**src/rtl/ip_sdram_arbiter_pkg.sv**
```systemverilog
// Shared types and default timing for the two-client SDRAM request arbiter.
// Holds the FSM state encoding, the client select and the latched request layout.
package ip_sdram_arbiter_pkg;

  localparam int ASSERT_CYCLES_DEF = 4;
  localparam int GAP_CYCLES_DEF    = 12;
  localparam int RD_TIMEOUT_DEF    = 64;

  typedef enum logic [2:0] {
    ST_INIT    = 3'd0,
    ST_IDLE    = 3'd1,
    ST_ASSERT  = 3'd2,
    ST_WAIT_RD = 3'd3,
    ST_GAP     = 3'd4
  } state_t;

  typedef enum logic {
    CLI_CPU = 1'b0,
    CLI_DMA = 1'b1
  } cli_t;

  typedef struct packed {
    cli_t        cli;
    logic        wr;
    logic [22:0] address;
    logic [7:0]  wdata;
  } req_t;

endpackage

```
**src/rtl/ip_sdram_arbiter.sv**
```systemverilog
// Round-robin CPU/DMA arbiter that turns each granted byte request into one
// ip_sdram bus cycle (strobe window, optional read wait, recovery gap).
module ip_sdram_arbiter
  import ip_sdram_arbiter_pkg::*;
#(
  parameter int ASSERT_CYCLES = ASSERT_CYCLES_DEF,
  parameter int GAP_CYCLES    = GAP_CYCLES_DEF,
  parameter int RD_TIMEOUT    = RD_TIMEOUT_DEF
) (
  input  logic        clk,
  input  logic        reset_n,
  input  logic        cpu_req,
  input  logic        cpu_wr,
  input  logic [22:0] cpu_address,
  input  logic [7:0]  cpu_wdata,
  output logic        cpu_ack,
  output logic [7:0]  cpu_rdata,
  output logic        cpu_rdata_en,
  input  logic        dma_req,
  input  logic        dma_wr,
  input  logic [22:0] dma_address,
  input  logic [7:0]  dma_wdata,
  output logic        dma_ack,
  output logic [7:0]  dma_rdata,
  output logic        dma_rdata_en,
  output logic        timeout_err,
  input  logic        sdram_busy,
  output logic        mreq_n,
  output logic        wr_n,
  output logic        rd_n,
  output logic        rfsh_n,
  output logic [22:0] address,
  output logic [7:0]  wdata,
  input  logic [7:0]  rdata,
  input  logic        rdata_en
);

  localparam logic [3:0] STRB_LAST = 4'(ASSERT_CYCLES - 1);
  localparam logic [3:0] GAP_LAST  = 4'(GAP_CYCLES - 1);
  localparam logic [6:0] TO_LAST   = 7'(RD_TIMEOUT - 1);

  state_t     state;
  req_t       req;
  req_t       sel;
  cli_t       last_cli;
  cli_t       grant_cli;
  logic       grant;
  logic       got_data;
  logic       capture;
  logic       timeout_hit;
  logic       ret_valid;
  logic [7:0] ret_data;
  logic [3:0] strb_cnt;
  logic [3:0] gap_cnt;
  logic [6:0] to_cnt;

  assign rfsh_n = 1'b1;

  // Grant selection: single requester wins outright, contention alternates.
  always_comb begin
    grant     = 1'b0;
    grant_cli = CLI_CPU;
    sel       = '0;
    if (!sdram_busy && cpu_req && dma_req) begin
      grant     = 1'b1;
      grant_cli = (last_cli == CLI_CPU) ? CLI_DMA : CLI_CPU;
    end else if (!sdram_busy && dma_req) begin
      grant     = 1'b1;
      grant_cli = CLI_DMA;
    end else if (!sdram_busy && cpu_req) begin
      grant     = 1'b1;
      grant_cli = CLI_CPU;
    end else begin
      grant     = 1'b0;
      grant_cli = CLI_CPU;
    end
    if (grant_cli == CLI_DMA) begin
      sel = '{cli: CLI_DMA, wr: dma_wr, address: dma_address, wdata: dma_wdata};
    end else begin
      sel = '{cli: CLI_CPU, wr: cpu_wr, address: cpu_address, wdata: cpu_wdata};
    end
  end

  // Read completion: first rdata_en of a read wins; otherwise the timeout returns 0xFF.
  always_comb begin
    capture     = 1'b0;
    timeout_hit = 1'b0;
    if (rdata_en && !req.wr && !got_data &&
        (state == ST_ASSERT || state == ST_WAIT_RD)) begin
      capture = 1'b1;
    end else begin
      capture = 1'b0;
    end
    if (state == ST_WAIT_RD && !capture && to_cnt == TO_LAST) begin
      timeout_hit = 1'b1;
    end else begin
      timeout_hit = 1'b0;
    end
    ret_valid = capture || timeout_hit;
    ret_data  = capture ? rdata : 8'hFF;
  end

  // Access sequencer with registered bus and client outputs.
  always_ff @(posedge clk) begin
    if (!reset_n) begin
      state        <= ST_INIT;
      req          <= '0;
      last_cli     <= CLI_DMA;
      got_data     <= 1'b0;
      strb_cnt     <= 4'd0;
      gap_cnt      <= 4'd0;
      to_cnt       <= 7'd0;
      mreq_n       <= 1'b1;
      rd_n         <= 1'b1;
      wr_n         <= 1'b1;
      address      <= 23'd0;
      wdata        <= 8'd0;
      cpu_ack      <= 1'b0;
      dma_ack      <= 1'b0;
      cpu_rdata_en <= 1'b0;
      dma_rdata_en <= 1'b0;
      cpu_rdata    <= 8'd0;
      dma_rdata    <= 8'd0;
      timeout_err  <= 1'b0;
    end else begin
      cpu_ack      <= 1'b0;
      dma_ack      <= 1'b0;
      cpu_rdata_en <= ret_valid && (req.cli == CLI_CPU);
      dma_rdata_en <= ret_valid && (req.cli == CLI_DMA);
      timeout_err  <= timeout_hit;
      if (ret_valid && req.cli == CLI_CPU) cpu_rdata <= ret_data;
      if (ret_valid && req.cli == CLI_DMA) dma_rdata <= ret_data;

      case (state)
        ST_INIT: begin
          if (!sdram_busy) state <= ST_IDLE;
        end
        ST_IDLE: begin
          if (grant) begin
            req      <= sel;
            last_cli <= grant_cli;
            cpu_ack  <= (grant_cli == CLI_CPU);
            dma_ack  <= (grant_cli == CLI_DMA);
            mreq_n   <= 1'b0;
            rd_n     <= sel.wr;
            wr_n     <= !sel.wr;
            address  <= sel.address;
            wdata    <= sel.wdata;
            strb_cnt <= 4'd0;
            got_data <= 1'b0;
            state    <= ST_ASSERT;
          end
        end
        ST_ASSERT: begin
          if (capture) got_data <= 1'b1;
          if (strb_cnt == STRB_LAST) begin
            mreq_n  <= 1'b1;
            rd_n    <= 1'b1;
            wr_n    <= 1'b1;
            address <= 23'd0;
            wdata   <= 8'd0;
            // A read answered inside the strobe window skips the wait state.
            if (req.wr || got_data || capture) begin
              gap_cnt <= 4'd0;
              state   <= ST_GAP;
            end else begin
              to_cnt <= 7'd0;
              state  <= ST_WAIT_RD;
            end
          end else begin
            address <= req.address;
            wdata   <= req.wdata;
            if (strb_cnt != 4'hF) strb_cnt <= strb_cnt + 4'd1;
          end
        end
        ST_WAIT_RD: begin
          if (ret_valid) begin
            gap_cnt <= 4'd0;
            state   <= ST_GAP;
          end else if (to_cnt != 7'h7F) begin
            to_cnt <= to_cnt + 7'd1;
          end
        end
        ST_GAP: begin
          if (gap_cnt == GAP_LAST) begin
            state <= ST_IDLE;
          end else if (gap_cnt != 4'hF) begin
            gap_cnt <= gap_cnt + 4'd1;
          end
        end
        default: begin
          state <= ST_INIT;
        end
      endcase
    end
  end

endmodule

```
**config.mk**
```make
export PLATFORM = sky130hd
export DESIGN_NAME = ip_sdram_arbiter
export DESIGN_NICKNAME = d
export VERILOG_FILES = /design/src/rtl/ip_sdram_arbiter_pkg.sv /design/src/rtl/ip_sdram_arbiter.sv
export SDC_FILE = /design/constraint.sdc
export NUM_CORES = 1
export LEC_CHECK = 0
export BUFFER_PORTS_ARGS = -buffer_cell sky130_fd_sc_hd__buf_4
export CORE_MARGIN = 2
export CORE_UTILIZATION = 35
export DETAILED_ROUTE_END_ITERATION = 16
export HOLD_SLACK_MARGIN = 0.1
export PLACE_DENSITY_LB_ADDON = 0.2
export SETUP_SLACK_MARGIN = 0.1
export SLEW_MARGIN = 5
export SYNTH_ARGS = -nofsm -noshare
export SYNTH_HDL_FRONTEND = slang
export SYNTH_SLANG_ARGS = --single-unit
```
**constraint.sdc**
```tcl
create_clock -name clk -period 2 [get_ports clk]
set_clock_uncertainty 0.05 [all_clocks]
set_input_delay 0.4 -clock clk [delete_from_list [all_inputs] [get_ports clk]]
set_output_delay 0.4 -clock clk [all_outputs]
set_load 0.05 [all_outputs]
```
## Word-level counts from Yosys, hierarchy flattened

Cells that the tools add are included.

| storage, ports and cells | value |
|---|---|
| bits in registers | 108 |
| input port bits | 78 |
| output and inout bits | 56 |
| word-level logic and storage cells | 130 |

| operators by class | value |
|---|---|
| $add $sub $neg | 3 |
| equality and inequality tests | 24 |
| multiplexer cells | 47 |
| reductions and logical operators | 32 |
| bitwise logic cells | 2 |

Operators by type and width:

| cell | count |
|---|---|
| two-way mux 23 bit | 2 |
| one-hot mux 23 bit (2 select lines) | 1 |
| two-way mux 33 bit | 1 |
| two-way mux 4 bit | 8 |
| two-way mux 7 bit | 4 |
| two-way mux 8 bit | 3 |
| inequality test 2 bit (second input constant) | 10 |
| two-way mux 3 bit | 6 |
| one-hot mux 8 bit (2 select lines) | 1 |
| one-hot mux 3 bit (5 select lines) | 1 |
| one-hot mux 7 bit (2 select lines) | 1 |
| two-way mux 1 bit | 13 |
| one-hot mux 4 bit (3 select lines) | 1 |
| logical AND 1 bit | 10 |
| AND reduction 5 bit | 2 |
| AND reduction 3 bit | 3 |
| adder 4 x 1 -> 4 bit (second input constant) | 2 |
| inequality test 2 x 1 -> 1 bit (second input constant) | 4 |
| inequality test 4 bit (second input constant) | 2 |
| one-hot mux 1 bit (2 select lines) | 4 |
| one-hot mux 4 bit (2 select lines) | 1 |
| adder 7 x 1 -> 7 bit (second input constant) | 1 |
| equality test 7 x 6 -> 1 bit (second input constant) | 1 |
| inequality test 7 bit (second input constant) | 1 |
| other kinds (14) | 25 |

## Longest topological paths before layout

| depth | value |
|---|---|
| word-level depth | 12 |
| gate-level depth with buffers | 7 |
| depth with buffers taken out | 6 |

## Least setup slack after synthesis

No wires, ideal clock.

| timing | value |
|---|---|
| path type | reg2reg |
| start | reg state[2] |
| end | reg state[0] |
| library setup time | 0.128 ns |
| data arrival time | 1.575 ns |
| path buffers | 1 |
| path slack | 0.247 ns |
| period minus slack after synthesis | 1.753 ns |
| required time | 1.822 ns |
| cell stages (with the launch flop) | 7 |
| cell sequence | dfxtp_1 -> buf_2 -> mux2_2 -> a222oi_1 -> o211ai_1 -> mux2i_1 -> nor2_1 |

| between the ends | value |
|---|---|
| cells in the longest elaborated chain, start to end | 11 |
| elaborated cells between the ends (all ways) | 23 |
| classes of those cells | eq/ne: 9; mux: 5; reduce/logical: 9 |

RTL lines:

| element | RTL line | source |
|---|---|---|
| start: declaration | ip_sdram_arbiter.sv:42 | `state_t state;` |
| start signal: assignment | ip_sdram_arbiter.sv:106 | `state <= ST_INIT;` |
| start signal: assignment | ip_sdram_arbiter.sv:136 | `if (!sdram_busy) state <= ST_IDLE;` |
| start signal: assignment | ip_sdram_arbiter.sv:151 | `state <= ST_ASSERT;` |
| equality test 3 x 2 -> 1 bit, on equally long branches | ip_sdram_arbiter.sv:89, ip_sdram_arbiter.sv:134, ip_sdram_arbiter.sv:94 |  |
| logical OR 1 bit | ip_sdram_arbiter.sv:89 | `(state == ST_ASSERT \|\| state == ST_WAIT_RD)) begin` |
| logical AND 1 bit | ip_sdram_arbiter.sv:88 | `if (rdata_en && !req.wr && !got_data &&` |
| two-way mux 1 bit | ip_sdram_arbiter.sv:88 |  |
| zero test 1 bit | ip_sdram_arbiter.sv:94 | `if (state == ST_WAIT_RD && !capture && to_cnt == TO_LAST) begin` |
| logical AND 1 bit (2 in a row) | ip_sdram_arbiter.sv:94 |  |
| two-way mux 1 bit | ip_sdram_arbiter.sv:94 |  |
| logical OR 1 bit | ip_sdram_arbiter.sv:99 | `ret_valid = capture \|\| timeout_hit;` |
| inequality test 2 bit (no source line) | n/a |  |
| AND reduction 5 bit (no source line) | n/a |  |

Several ways; a longest one is shown, not always the timed one. The select of a mux whose other input is x is not followed.
A chain may end at the register's enable or synchronous reset.

## Worst setup path after layout

| timing | value |
|---|---|
| start | reg strb_cnt[0] |
| end | reg to_cnt[5] |

| between the ends | value |
|---|---|
| cells in the longest elaborated chain, start to end | 3 |

RTL lines:

| element | RTL line | source |
|---|---|---|
| start: declaration | ip_sdram_arbiter.sv:53 | `logic [3:0] strb_cnt;` |
| start signal: assignment | ip_sdram_arbiter.sv:173 | `if (strb_cnt != 4'hF) strb_cnt <= strb_cnt + 4'd1;` |
| equality test 4 x 2 -> 1 bit | ip_sdram_arbiter.sv:156 | `if (strb_cnt == STRB_LAST) begin` |
| inequality test 2 x 1 -> 1 bit (no source line) | n/a |  |
| AND reduction 5 bit (no source line) | n/a |  |
| end signal: assignment | ip_sdram_arbiter.sv:181 | `to_cnt <= to_cnt + 7'd1;` |
| end: declaration | ip_sdram_arbiter.sv:55 | `logic [6:0] to_cnt;` |

Every way passes these cells.

==> results_dict.tcl <==
set metrics [dict create \
    regToRegSetupSlack_ns 0.23 \
    fin_crit_sh_pct 88.7 \
    arrival_ns 2.00 \
    drtAntennaViolNets 0 \
    cts_made_buffers 9 \
    yosys.area.top_type "dfxtp_1" \
    switchingPower_w 0.00312 \
    initialDrtViolationCount 210 \
    start_kind "register" \
    power.density_nw_per_um2 1290 \
    synth-edff-count 0 \
    core_um2 12800 \
    syn_inst 486 \
    finalHoldViolCount 0 \
    cts_buffer_depth 2 \
    antenna_found_initial 0 \
    yosys.area.top_type_share_pct 46.8 \
    num_rows 41 \
    ir_worst_vdd_mv 0.746 \
    synth_warnings 0 \
    viasPerCell 5.31 \
    grt_setup_unrepaired "true" \
    cts_sinks 108 \
    min_path_type "in2reg" \
    holdPathEnd "dma_rdata[5]$_SDFFE_PN0P_" \
    stdcell_count 783 \
    synthAdderAreaFrac_pct 0.813 \
    setup_tns_ns 0 \
    power_frac_clock_pct 24.2 \
    drv_cap 0 \
    drt_wl_total_mm 12.4 \
    start_util_pct 36.1 \
    slew_viol_final 0 \
    cp.required_ns 2.23 \
    finalCriticalPeriod_ns 1.77 \
    slew-limit-headroom_pct 66.4 \
    max_slew.worst_pin.slew_ns 0.502 \
    status "finished clean" \
    syn_avg_cell_area_um2 9.50 \
    synth_ff_type "dfxtp_1" \
    num_io_pins 134 \
    overflow 0 \
    worstHoldStart "rdata[5]" \
    synthArstFlopShare_pct 0 \
    drive_gt1_share_pct 32.7 \
    place_congestion 0.768 \
    endpoint_kind "register" \
    swShare_pct 38.9 \
    yosys-top-cells-area "dfxtp_1 (47%), mux2i_1 (7.6%), a2bb2oi_1 (5.9%)" \
    vias 4158 \
    hold_ws_ns 0.283 \
    io_buffers 132 \
    pwr-share-seq_pct 36.2 \
    reg2reg_depth 7 \
    gr-usage-all-layers_pct 17.4 \
    synth_compound_area_share_pct 26.5 \
    insertion_delay_ns 0.34 \
    path_class "reg2reg" \
    min_path_cells 2 \
    postCtsHoldBufs 0 \
    fp.dieH_um 119 \
    area_delta_synth_final_pct 35.0 \
    synthesis.area_um2 4620 \
    p_int_w 0.00490 \
    htreeDepth 3 \
    root_buffer "clkbuf_16" \
    yosysSeqAreaShare_pct 46.8 \
    clk_pin_slew_ns 0.07 \
    setup_violations 0 \
    drc 0 \
    crit_fanout 8 \
    rr_endpoint "to_cnt[5]$_SDFFE_PN0P_" \
    die_area_um2 14100 \
    regArea_um2 2170 \
    r2r-start "strb_cnt[0]$_SDFFE_PN0P_" \
    synth_top_family_by_area "compound AO/OA/AOI/OAI gates" \
    diodes 0 \
    ys_ff_latch 108 \
    grt_pass1_wl_mm 20.1 \
    wire_per_inst_um 15.8 \
    grt_pass1_vias 4169 \
    die_x_um 119 \
    grt_max_degree 59 \
    synthMuxAreaShare_pct 7.83 \
    nFillCells 1246 \
    synth_simple_gate_area_share_pct 12.6 \
    fmax_mhz 564 \
    nNetsFinal 688 \
    cts_tree "built" \
    yosys-top-cells-count "dfxtp_1 (108), a21oi_1 (46), nor2_1 (46), o21ai_0 (36), mux2i_1 (35)" \
    yosysMostFrequentCell "dfxtp_1" \
    drt_first_pass_iters 4 \
    p_comb_share_pct 39.6 \
    multi_input_area_um2 2320 \
    synth-xor-area-share_pct 1.14 \
    dp.cells 766 \
    ys_types 49 \
    dp_hpwl_mm 8.35 \
    synth_nets 567 \
    p_leak_nw 2.50 \
]
[power by group through the flow]
stage | clock network (W) | registers, W | logic [W]
final | 0.00194 | 0.00290 | 0.00318
after global routing | 0.00207 | 0.00295 | 0.00342
after CTS | 0.00199 | 0.00290 | 0.00318
after detailed placement | 0 | 0.00293 | 0.00317
after global placement | 0 | 0.00293 | 0.00312
after floorplan | 0 | 0.00382 | 0.00126
[layer usage]
metal / track usage, % / routed length, um / vias up
met2: 29.6 / 6010 / 106
met5: 0 / 0 / -
met4: 5.43 / 104 / 0
met3: 3.78 / 590 / 9
li1: - / - / 2056
met1: 22.1 / 5660 / 1987
[flip-flops by register name (all words and copies together) (netlist names)]
register / count
state: 3
got_data: 1
gap_cnt: 4
to_cnt: 7
cpu_ack: 1
last_cli: 1
cpu_rdata: 8
mreq_n: 1
wr_n: 1
wdata: 8
dma_rdata: 8
dma_rdata_en: 1
req: 33
cpu_rdata_en: 1
strb_cnt: 4
dma_ack: 1
timeout_err: 1
rd_n: 1
address: 23
[cells by family after synthesis]
| logic type | after synthesis |
|---|---|
| muxes | 36 |
| buffers and inverters | 43 |
| adders and majority gates | 3 |
| other | 1 |
| DFF | 108 |
| and+or+nand+nor | 114 |
| xor gates and xnor gates | 6 |
| AOI/OAI and AO/OA | 175 |
[layout make-up]
type,count,share of cell area [%]
multi-input combinational,335,37.1
sequential,108,34.7
timing repair buffer,150,19.3
clock buffer,12,4.11
tap,172,3.45
clock inverter,3,1.10
inverter,3,0.181
[timing repair]
| item | 4_1_cts | 5_1_grt |
|---|---|---|
| pin swaps | 0 | 2 |
| endpoints found under the setup margin | 8 | 37 |
| gates resized for setup | 1 | 10 |
| setup buffers | 0 | 2 |
[layout by cell type (no fill, tap or decap), types with 2 or more instances in the layout]
cell	count
and2_1	2
nor3b_4	2
nor3b_1	2
a2bb2oi_1	31
buf_12	6
nand2b_1	6
or3b_2	2
nor2_4	2
a311oi_1	2
nor2_1	43
nand3b_1	3
o221a_2	16
nor3_1	5
dfxtp_1	105
a21oi_1	45
clkbuf_16	9
o21ai_0	35
dfxtp_2	3
nand2_1	20
clkbuf_8	2
inv_1	3
and3_1	4
bufinv_16	2
nor2b_1	4
xnor2_1	5
o211a_1	2
a211oi_1	32
mux2i_1	35
ha_1	2
nor2_2	2
buf_4	144
o211ai_1	2
nand3_1	9
[critical path: stages, from the launching register on]
cell	delay, ns
dfxtp_1	0.38
ha_2	0.23
nor3b_4	0.22
buf_4	0.17
nand4_4	0.15
a211oi_2	0.24
xor2_1	0.14
nor2b_1	0.12
[worst max-delay path by stage]
stage                              from                   endpoint  slack (ns)  cells after the start
4_1_cts           state[2]$_SDFFE_PN0P_  dma_rdata[2]$_SDFFE_PN0P_        0.09                      6
5_1_grt        strb_cnt[0]$_SDFFE_PN0P_     to_cnt[5]$_SDFFE_PN0P_         0.1                      7
2_1_floorplan     state[2]$_SDFFE_PN0P_      state[0]$_SDFFE_PN0P_        0.25                      6
3_5_place_dp                    cpu_req      wdata[5]$_SDFFE_PN0P_        0.09                      6
3_3_place_gp                    cpu_req    address[2]$_SDFFE_PN0P_        0.12                      6
6_report       strb_cnt[0]$_SDFFE_PN0P_     to_cnt[5]$_SDFFE_PN0P_        0.23                      7
[metrics by stage]
stage | setup slack, ns | total power, W | cell area (um2) | utilization, %
after floorplan | 0.247 | 0.00509 | 4620 | -
after global placement | 0.120 | 0.00605 | 5860 | 45.9
after detailed placement | 0.0886 | 0.00610 | 5860 | 45.9
after CTS | 0.0883 | 0.00807 | 6190 | 48.5
after global routing | 0.0953 | 0.00845 | 6230 | 48.8
final | 0.225 | 0.00802 | 6230 | 48.8
Power figures use the tool's default switching activity.
